`src/rtl/ip_tx_arbiter_if.sv`:
```
// Signal bundle between the ICMP/UDP requesters, the arbiter and the IP transmitter.
// The slave view belongs to the arbiter; the master view drives the requester and IP-TX side.
interface ip_tx_arbiter_if;
    logic        icmp_req;
    logic        udp_req;
    logic        icmp_ack;
    logic        udp_ack;
    logic        icmp_done;
    logic        udp_done;
    logic [15:0] icmp_length;
    logic [15:0] udp_length;
    logic [7:0]  icmp_type;
    logic [7:0]  udp_type;
    logic [7:0]  icmp_data;
    logic [7:0]  udp_data;
    logic        icmp_tx_ready;
    logic        udp_tx_ready;
    logic        icmp_data_req;
    logic        udp_data_req;
    logic        ip_tx_req;
    logic        ip_tx_ack;
    logic        ip_tx_end;
    logic        upper_data_req;
    logic [15:0] ip_send_data_length;
    logic [7:0]  ip_send_type;
    logic [7:0]  upper_layer_data;
    logic        upper_tx_ready;

    modport slave (
        input  icmp_req, udp_req,
        input  icmp_length, udp_length,
        input  icmp_type, udp_type,
        input  icmp_data, udp_data,
        input  icmp_tx_ready, udp_tx_ready,
        input  ip_tx_ack, ip_tx_end, upper_data_req,
        output icmp_ack, udp_ack,
        output icmp_done, udp_done,
        output icmp_data_req, udp_data_req,
        output ip_tx_req,
        output ip_send_data_length, ip_send_type,
        output upper_layer_data, upper_tx_ready
    );

    modport master (
        output icmp_req, udp_req,
        output icmp_length, udp_length,
        output icmp_type, udp_type,
        output icmp_data, udp_data,
        output icmp_tx_ready, udp_tx_ready,
        output ip_tx_ack, ip_tx_end, upper_data_req,
        input  icmp_ack, udp_ack,
        input  icmp_done, udp_done,
        input  icmp_data_req, udp_data_req,
        input  ip_tx_req,
        input  ip_send_data_length, ip_send_type,
        input  upper_layer_data, upper_tx_ready
    );
endinterface

```
`src/rtl/ip_tx_arbiter.sv`:
```
// Round-robin arbiter sharing one IP transmitter between ICMP and UDP,
// with ack/end timeouts and an enforced inter-frame gap.
module ip_tx_arbiter #(
    parameter int unsigned GAP_CYCLES  = 12,
    parameter logic [15:0] ACK_TIMEOUT = 16'hFFFF,
    parameter logic [15:0] END_TIMEOUT = 16'hFFFF
) (
    input logic            clk,
    input logic            rstn,
    ip_tx_arbiter_if.slave bus
);

    typedef enum logic [1:0] {IDLE, GRANT, BUSY, GAP} state_e;

    localparam logic [15:0] GAP_LIM = 16'(GAP_CYCLES);

    state_e      state_q;
    logic        last_q;
    logic        grant_q;
    logic        tx_req_q;
    logic        icmp_ack_q;
    logic        udp_ack_q;
    logic        icmp_done_q;
    logic        udp_done_q;
    logic [15:0] cnt_q;
    logic [15:0] len_q;
    logic [7:0]  type_q;

    logic        any_req;
    logic        win_d;
    logic [15:0] cnt_inc;
    logic        active;

    assign any_req = bus.icmp_req | bus.udp_req;
    // 0 = ICMP, 1 = UDP; on contention the side not served last wins
    assign win_d   = (bus.icmp_req & bus.udp_req) ? ~last_q : bus.udp_req;
    assign cnt_inc = (cnt_q == 16'hFFFF) ? cnt_q : cnt_q + 16'd1;
    assign active  = (state_q == GRANT) || (state_q == BUSY);

    always_ff @(posedge clk or negedge rstn) begin
        if (!rstn) begin
            state_q     <= IDLE;
            last_q      <= 1'b1;
            grant_q     <= 1'b0;
            tx_req_q    <= 1'b0;
            icmp_ack_q  <= 1'b0;
            udp_ack_q   <= 1'b0;
            icmp_done_q <= 1'b0;
            udp_done_q  <= 1'b0;
            cnt_q       <= 16'd0;
            len_q       <= 16'd0;
            type_q      <= 8'd0;
        end else begin
            icmp_ack_q  <= 1'b0;
            udp_ack_q   <= 1'b0;
            icmp_done_q <= 1'b0;
            udp_done_q  <= 1'b0;
            unique case (state_q)
                IDLE: begin
                    if (any_req) begin
                        state_q  <= GRANT;
                        grant_q  <= win_d;
                        tx_req_q <= 1'b1;
                        cnt_q    <= 16'd0;
                        len_q    <= win_d ? bus.udp_length : bus.icmp_length;
                        type_q   <= win_d ? bus.udp_type : bus.icmp_type;
                    end
                end
                GRANT: begin
                    if (bus.ip_tx_ack) begin
                        state_q    <= BUSY;
                        tx_req_q   <= 1'b0;
                        cnt_q      <= 16'd0;
                        icmp_ack_q <= ~grant_q;
                        udp_ack_q  <= grant_q;
                    end else if (cnt_inc >= ACK_TIMEOUT) begin
                        state_q     <= GAP;
                        tx_req_q    <= 1'b0;
                        cnt_q       <= 16'd0;
                        icmp_done_q <= ~grant_q;
                        udp_done_q  <= grant_q;
                    end else begin
                        cnt_q <= cnt_inc;
                    end
                end
                BUSY: begin
                    if (bus.ip_tx_end || cnt_inc >= END_TIMEOUT) begin
                        state_q     <= GAP;
                        cnt_q       <= 16'd0;
                        last_q      <= grant_q;
                        icmp_done_q <= ~grant_q;
                        udp_done_q  <= grant_q;
                    end else begin
                        cnt_q <= cnt_inc;
                    end
                end
                GAP: begin
                    if (cnt_inc >= GAP_LIM) begin
                        state_q <= IDLE;
                        cnt_q   <= 16'd0;
                    end else begin
                        cnt_q <= cnt_inc;
                    end
                end
                default: state_q <= IDLE;
            endcase
        end
    end

    assign bus.ip_tx_req           = tx_req_q;
    assign bus.icmp_ack            = icmp_ack_q;
    assign bus.udp_ack             = udp_ack_q;
    assign bus.icmp_done           = icmp_done_q;
    assign bus.udp_done            = udp_done_q;
    assign bus.ip_send_data_length = len_q;
    assign bus.ip_send_type        = type_q;

    assign bus.upper_layer_data = !active ? 8'd0
                                : (grant_q ? bus.udp_data : bus.icmp_data);
    assign bus.upper_tx_ready   = active
                                & (grant_q ? bus.udp_tx_ready : bus.icmp_tx_ready);
    assign bus.icmp_data_req    = (state_q == BUSY) & ~grant_q & bus.upper_data_req;
    assign bus.udp_data_req     = (state_q == BUSY) & grant_q & bus.upper_data_req;

endmodule

```
`src/flat_wrapper.sv`:
```
// flat-port wrapper written by rule: the top's interface ports become plain ports
module ip_tx_arbiter_flat 
#(
    parameter int unsigned GAP_CYCLES  = 12,
    parameter logic [15:0] ACK_TIMEOUT = 16'hFFFF,
    parameter logic [15:0] END_TIMEOUT = 16'hFFFF
)
  (clk, rstn, bus_icmp_req, bus_udp_req, bus_icmp_length, bus_udp_length, bus_icmp_type, bus_udp_type, bus_icmp_data, bus_udp_data, bus_icmp_tx_ready, bus_udp_tx_ready, bus_ip_tx_ack, bus_ip_tx_end, bus_upper_data_req, bus_icmp_ack, bus_udp_ack, bus_icmp_done, bus_udp_done, bus_icmp_data_req, bus_udp_data_req, bus_ip_tx_req, bus_ip_send_data_length, bus_ip_send_type, bus_upper_layer_data, bus_upper_tx_ready);
  ip_tx_arbiter_if bus_i ();
  input logic clk;
  input logic rstn;
  input wire logic [$bits(bus_i.icmp_req)-1:0] bus_icmp_req;
  input wire logic [$bits(bus_i.udp_req)-1:0] bus_udp_req;
  input wire logic [$bits(bus_i.icmp_length)-1:0] bus_icmp_length;
  input wire logic [$bits(bus_i.udp_length)-1:0] bus_udp_length;
  input wire logic [$bits(bus_i.icmp_type)-1:0] bus_icmp_type;
  input wire logic [$bits(bus_i.udp_type)-1:0] bus_udp_type;
  input wire logic [$bits(bus_i.icmp_data)-1:0] bus_icmp_data;
  input wire logic [$bits(bus_i.udp_data)-1:0] bus_udp_data;
  input wire logic [$bits(bus_i.icmp_tx_ready)-1:0] bus_icmp_tx_ready;
  input wire logic [$bits(bus_i.udp_tx_ready)-1:0] bus_udp_tx_ready;
  input wire logic [$bits(bus_i.ip_tx_ack)-1:0] bus_ip_tx_ack;
  input wire logic [$bits(bus_i.ip_tx_end)-1:0] bus_ip_tx_end;
  input wire logic [$bits(bus_i.upper_data_req)-1:0] bus_upper_data_req;
  output wire logic [$bits(bus_i.icmp_ack)-1:0] bus_icmp_ack;
  output wire logic [$bits(bus_i.udp_ack)-1:0] bus_udp_ack;
  output wire logic [$bits(bus_i.icmp_done)-1:0] bus_icmp_done;
  output wire logic [$bits(bus_i.udp_done)-1:0] bus_udp_done;
  output wire logic [$bits(bus_i.icmp_data_req)-1:0] bus_icmp_data_req;
  output wire logic [$bits(bus_i.udp_data_req)-1:0] bus_udp_data_req;
  output wire logic [$bits(bus_i.ip_tx_req)-1:0] bus_ip_tx_req;
  output wire logic [$bits(bus_i.ip_send_data_length)-1:0] bus_ip_send_data_length;
  output wire logic [$bits(bus_i.ip_send_type)-1:0] bus_ip_send_type;
  output wire logic [$bits(bus_i.upper_layer_data)-1:0] bus_upper_layer_data;
  output wire logic [$bits(bus_i.upper_tx_ready)-1:0] bus_upper_tx_ready;
  assign bus_i.icmp_req = bus_icmp_req;
  assign bus_i.udp_req = bus_udp_req;
  assign bus_i.icmp_length = bus_icmp_length;
  assign bus_i.udp_length = bus_udp_length;
  assign bus_i.icmp_type = bus_icmp_type;
  assign bus_i.udp_type = bus_udp_type;
  assign bus_i.icmp_data = bus_icmp_data;
  assign bus_i.udp_data = bus_udp_data;
  assign bus_i.icmp_tx_ready = bus_icmp_tx_ready;
  assign bus_i.udp_tx_ready = bus_udp_tx_ready;
  assign bus_i.ip_tx_ack = bus_ip_tx_ack;
  assign bus_i.ip_tx_end = bus_ip_tx_end;
  assign bus_i.upper_data_req = bus_upper_data_req;
  assign bus_icmp_ack = bus_i.icmp_ack;
  assign bus_udp_ack = bus_i.udp_ack;
  assign bus_icmp_done = bus_i.icmp_done;
  assign bus_udp_done = bus_i.udp_done;
  assign bus_icmp_data_req = bus_i.icmp_data_req;
  assign bus_udp_data_req = bus_i.udp_data_req;
  assign bus_ip_tx_req = bus_i.ip_tx_req;
  assign bus_ip_send_data_length = bus_i.ip_send_data_length;
  assign bus_ip_send_type = bus_i.ip_send_type;
  assign bus_upper_layer_data = bus_i.upper_layer_data;
  assign bus_upper_tx_ready = bus_i.upper_tx_ready;
  ip_tx_arbiter #(.GAP_CYCLES(GAP_CYCLES), .ACK_TIMEOUT(ACK_TIMEOUT), .END_TIMEOUT(END_TIMEOUT)) u_core (.clk(clk), .rstn(rstn), .bus(bus_i));
endmodule
```
`config.mk`:
```
export PLATFORM = sky130hd
export DESIGN_NAME = ip_tx_arbiter_flat
export DESIGN_NICKNAME = d
export VERILOG_FILES = /design/src/rtl/ip_tx_arbiter_if.sv /design/src/rtl/ip_tx_arbiter.sv /design/src/flat_wrapper.sv
export SDC_FILE = /design/constraint.sdc
export NUM_CORES = 1
export LEC_CHECK = 0
export ABC_AREA = 1
export CORE_MARGIN = 2
export CORE_UTILIZATION = 48
export CTS_CLUSTER_DIAMETER = 30
export DETAILED_ROUTE_END_ITERATION = 8
export PLACE_DENSITY = 0.86
export SLEW_MARGIN = 20
export SYNTH_ARGS = -nofsm -noshare
export SYNTH_HDL_FRONTEND = slang
export SYNTH_SLANG_ARGS = --single-unit
```
`constraint.sdc`:
```
create_clock -name clk -period 4.6 [get_ports clk]
set_clock_uncertainty 0.2 [all_clocks]
set_input_delay 0.92 -clock clk [delete_from_list [all_inputs] [get_ports clk]]
set_output_delay 0.92 -clock clk [all_outputs]
set_load 0.02 [all_outputs]
```
==> key figures <==
Outcome
  • Status: completed

Power
  • Clock power share: 14.5%
  • Combinational Power Share: 56.0%
  • Internal: 1.28 mW
  • Sequential Power Share: 29.5%
  • Total power: 2.28 mW
  • Worst VDD drop: 0.325 mV
  • P_sw: 0.996 mW
  • Power per cell area: 525 mW/mm^2
  • Switching part of the total: 43.8%
  • Leakage: 1.92 nW

Floorplanning
  • Die Span Y: 83.7 um
  • DIE AREA: 0.00700 mm^2
  • Die width: 83.7 um
  • Starting Density: 48.8%
  • Row cnt: 29
  • Core ar.: 0.00624 mm^2
  • I/O pin count: 113

Place
  • PortBufs: 112
  • Inst Count DP: 597
  • Placed inst area: 0.00422 mm^2
  • DPL Wire Length: 6760 um
  • GPL Wtd Cong: 0.941

Timing
  • Final cycle utilization of the critical path: 74.6%
  • Final hold vios: 0
  • Period minus WS final: 3.43 ns
  • Max-slew violations: 0
  • Unrepaired setup endpoints after global routing: false
  • Setup TNS: 0 ns
  • Worst-Margin Slew: 0.656 ns
  • Endpoints failing setup: 0
  • Worst rel slew slack: 56.2%
  • Peak Freq: 291 MHz
  • Hold slack: 0.289 ns

Detailed routing
  • Via/cell ratio: 5.38
  • Avg WL per Cell: 14.9 um
  • ANT nets after route: 0
  • Via count: 3255
  • Initial drt markers: 220
  • Drt pass-1 iters: 5
  • DRT Wirelength: 9000 um
  • Post-route DRC: 0

CTS
  • Clock sink count: 49
  • Clock Tree Root: clkbuf_8
  • Worst-Skew Late Latency: 0.32 ns
  • H-tree levels: 2
  • Post-CTS Hold Buffers: 0
  • CTS tree: done
  • Max Root-Sink Buffers: 2
  • Post_cts resized: 0
  • Worst-path clk slew: 0.10 ns
  • Total CTS buffers: 5
  • Post-CTS Setup Repair Bufs: 0

Synthesis
  • Register area share after synthesis: 40.3%
  • Yosys reg bits: 49
  • Synth Net Count: 495
  • Number of flops mapped to enable cells by yosys: 0
  • Commonest register cell after synthesis: dfrtp_1
  • Async SR Flop Fraction: 100%
  • Yosys warnings: 0
  • Mapped Cells: 417
  • Mapped Area: 0.00305 mm^2
  • Synthesized area per cell: 7.30 um^2
  • Post-synth cell types: 31

Global routing
  • Tot GR Track Use: 25.6%
  • First-pass GRT wire length: 14600 um
  • GR Overflow Total: 0
  • Vias in the first global route: 3162
  • Initial antenna violation count: 0
  • Pin count of the biggest net entering global routing: 36

Final layout
  • Area Overhead vs Synth: 42.4%
  • Nets: 605
  • Commonest cells after routing, fill and taps aside: 119 x nand2_1, 111 x clkdlybuf4s50_1, 53 x o21ai_0
  • Commonest non-fill, non-tap cell in the layout: nand2_1
  • Design area: 0.00434 mm^2
  • Antenna cells: 0
  • Post-route insts no fill: 605
  • Share of cells above drive strength 1: 8.71%

Flow run
  • # Max-Cap Violations: 0

Setup path
  • Setup CP Type: reg -> out
  • CP max FO: 10
  • Crit path from: u_core.state_q[0]
  • Startpoint Class: register
  • Crit path DAT: 2.31 ns
  • R2R Path Start: u_core.cnt_q[1]
  • Crit end category: output port
  • Critical Path RT: 3.48 ns

Hold path
  • HP Class: in -> async
[power by group through the flow]
| stage | Sequential (mW) | Combinational (mW) | Clock, mW |
|---|---|---|---|
| finish | 0.671 | 1.27 | 0.330 |
| global route | 0.684 | 1.37 | 0.351 |
| CTS | 0.669 | 1.28 | 0.334 |
| detailed placement | 0.672 | 1.27 | 0 |
| global placement | 0.670 | 1.24 | 0 |
| floorplan | 0.806 | 0.574 | 0 |
[kinds of logic after synthesis]
| kind of cell | synth area share, % |
|---|---|
| AND/OR/NAND/NOR | 37.4 |
| AO/OA/AOI/OAI | 13.9 |
| adder cells (fa/ha/maj) | 2.05 |
| buffers and inverters | 5.46 |
| XOR/XNOR | 0.863 |
| flip-flops | 40.3 |
[sequential cells by signal, summed over array words and instances, names as in the netlist]
signal and flops:
u_core.bus.ip_send_data_length 16, u_core.state_q 2, u_core.bus.ip_tx_req 1, u_core.grant_q 1, u_core.last_q 1, u_core.bus.ip_send_type 8, u_core.bus.icmp_ack 1, u_core.bus.udp_ack 1
u_core.cnt_q 16, u_core.bus.udp_done 1, u_core.bus.icmp_done 1
[synthesized netlist by cell type, types with 2 or more instances]
library cell / number / share of area, %
nand3_2: 10 / 3.3
xor2_1: 2 / 0.58
a22o_1: 9 / 2.6
clkbuf_1: 9 / 1.1
clkinv_1: 2 / 0.25
nor3_1: 6 / 0.99
o21bai_1: 4 / 0.99
a21oi_1: 5 / 0.82
nand2_1: 119 / 15
nand4_1: 5 / 1.0
nor2_4: 2 / 0.74
o21ai_0: 53 / 8.7
dfrtp_1: 48 / 39
inv_2: 2 / 0.25
ha_1: 5 / 2.1
nor2_1: 51 / 6.3
inv_1: 24 / 3.0
o21ai_1: 5 / 0.82
and2_1: 2 / 0.41
nand3_1: 28 / 4.6
nor2_2: 7 / 1.4
buf_6: 2 / 0.74
nand2_2: 9 / 1.8
[worst max-delay path, stage by stage, from the launching register on]
cell	delay [ns]
dfrtp_1	0.39
inv_1	0.10
ha_1	0.33
nand2_1	0.08
clkinv_1	0.24
a22o_1	0.30
clkdlybuf4s50_1	0.55
[area by class of cell]
cell class / instances / area, um^2
timing repair buffer: 115 / 1140
inverter: 28 / 105
clock buffer: 5 / 68.8
tap: 77 / 96.3
fill: 529 / 1910
sequential: 49 / 1230
clock inverter: 3 / 47.5
multi-input combinational: 328 / 1650
[path summary, 6_finish.rpt]
path | end | slack (ns) | depth (start not counted)
setup / recovery | bus_upper_layer_data[3] | 1.17 | 6
hold / removal | u_core.cnt_q[8] | 0.29 | 1
setup reg to reg | u_core.cnt_q[4] | 1.65 | 12
hold reg to reg | u_core.bus.ip_send_data_length[7] | 0.30 | 2
max in group asynchronous | u_core.last_q | 3.14 | 2
min in group clk | u_core.bus.ip_send_data_length[7] | 0.30 | 2
[per-layer routing]
| metal | vias to the layer above | GRT usage [%] | part of all wire (%) |
|---|---|---|---|
| met4 | 0 | 8.06 | 1.8 |
| met3 | 19 | 9.30 | 8.5 |
| li1 | 1592 | - | - |
| met5 | - | 0 | 0 |
| met2 | 134 | 42.5 | 49 |
| met1 | 1510 | 31.1 | 41 |
[per-stage QoR]
stage / utilization (%) / setup WS, ns
finish: 69.5 / 1.17
global route: 69.5 / 1.02
CTS: 69.5 / 1.15
detailed placement: 67.6 / 1.26
global placement: 67.6 / 1.31
floorplan: - / 2.07
No activity file was read; power rests on OpenSTA's default activity.
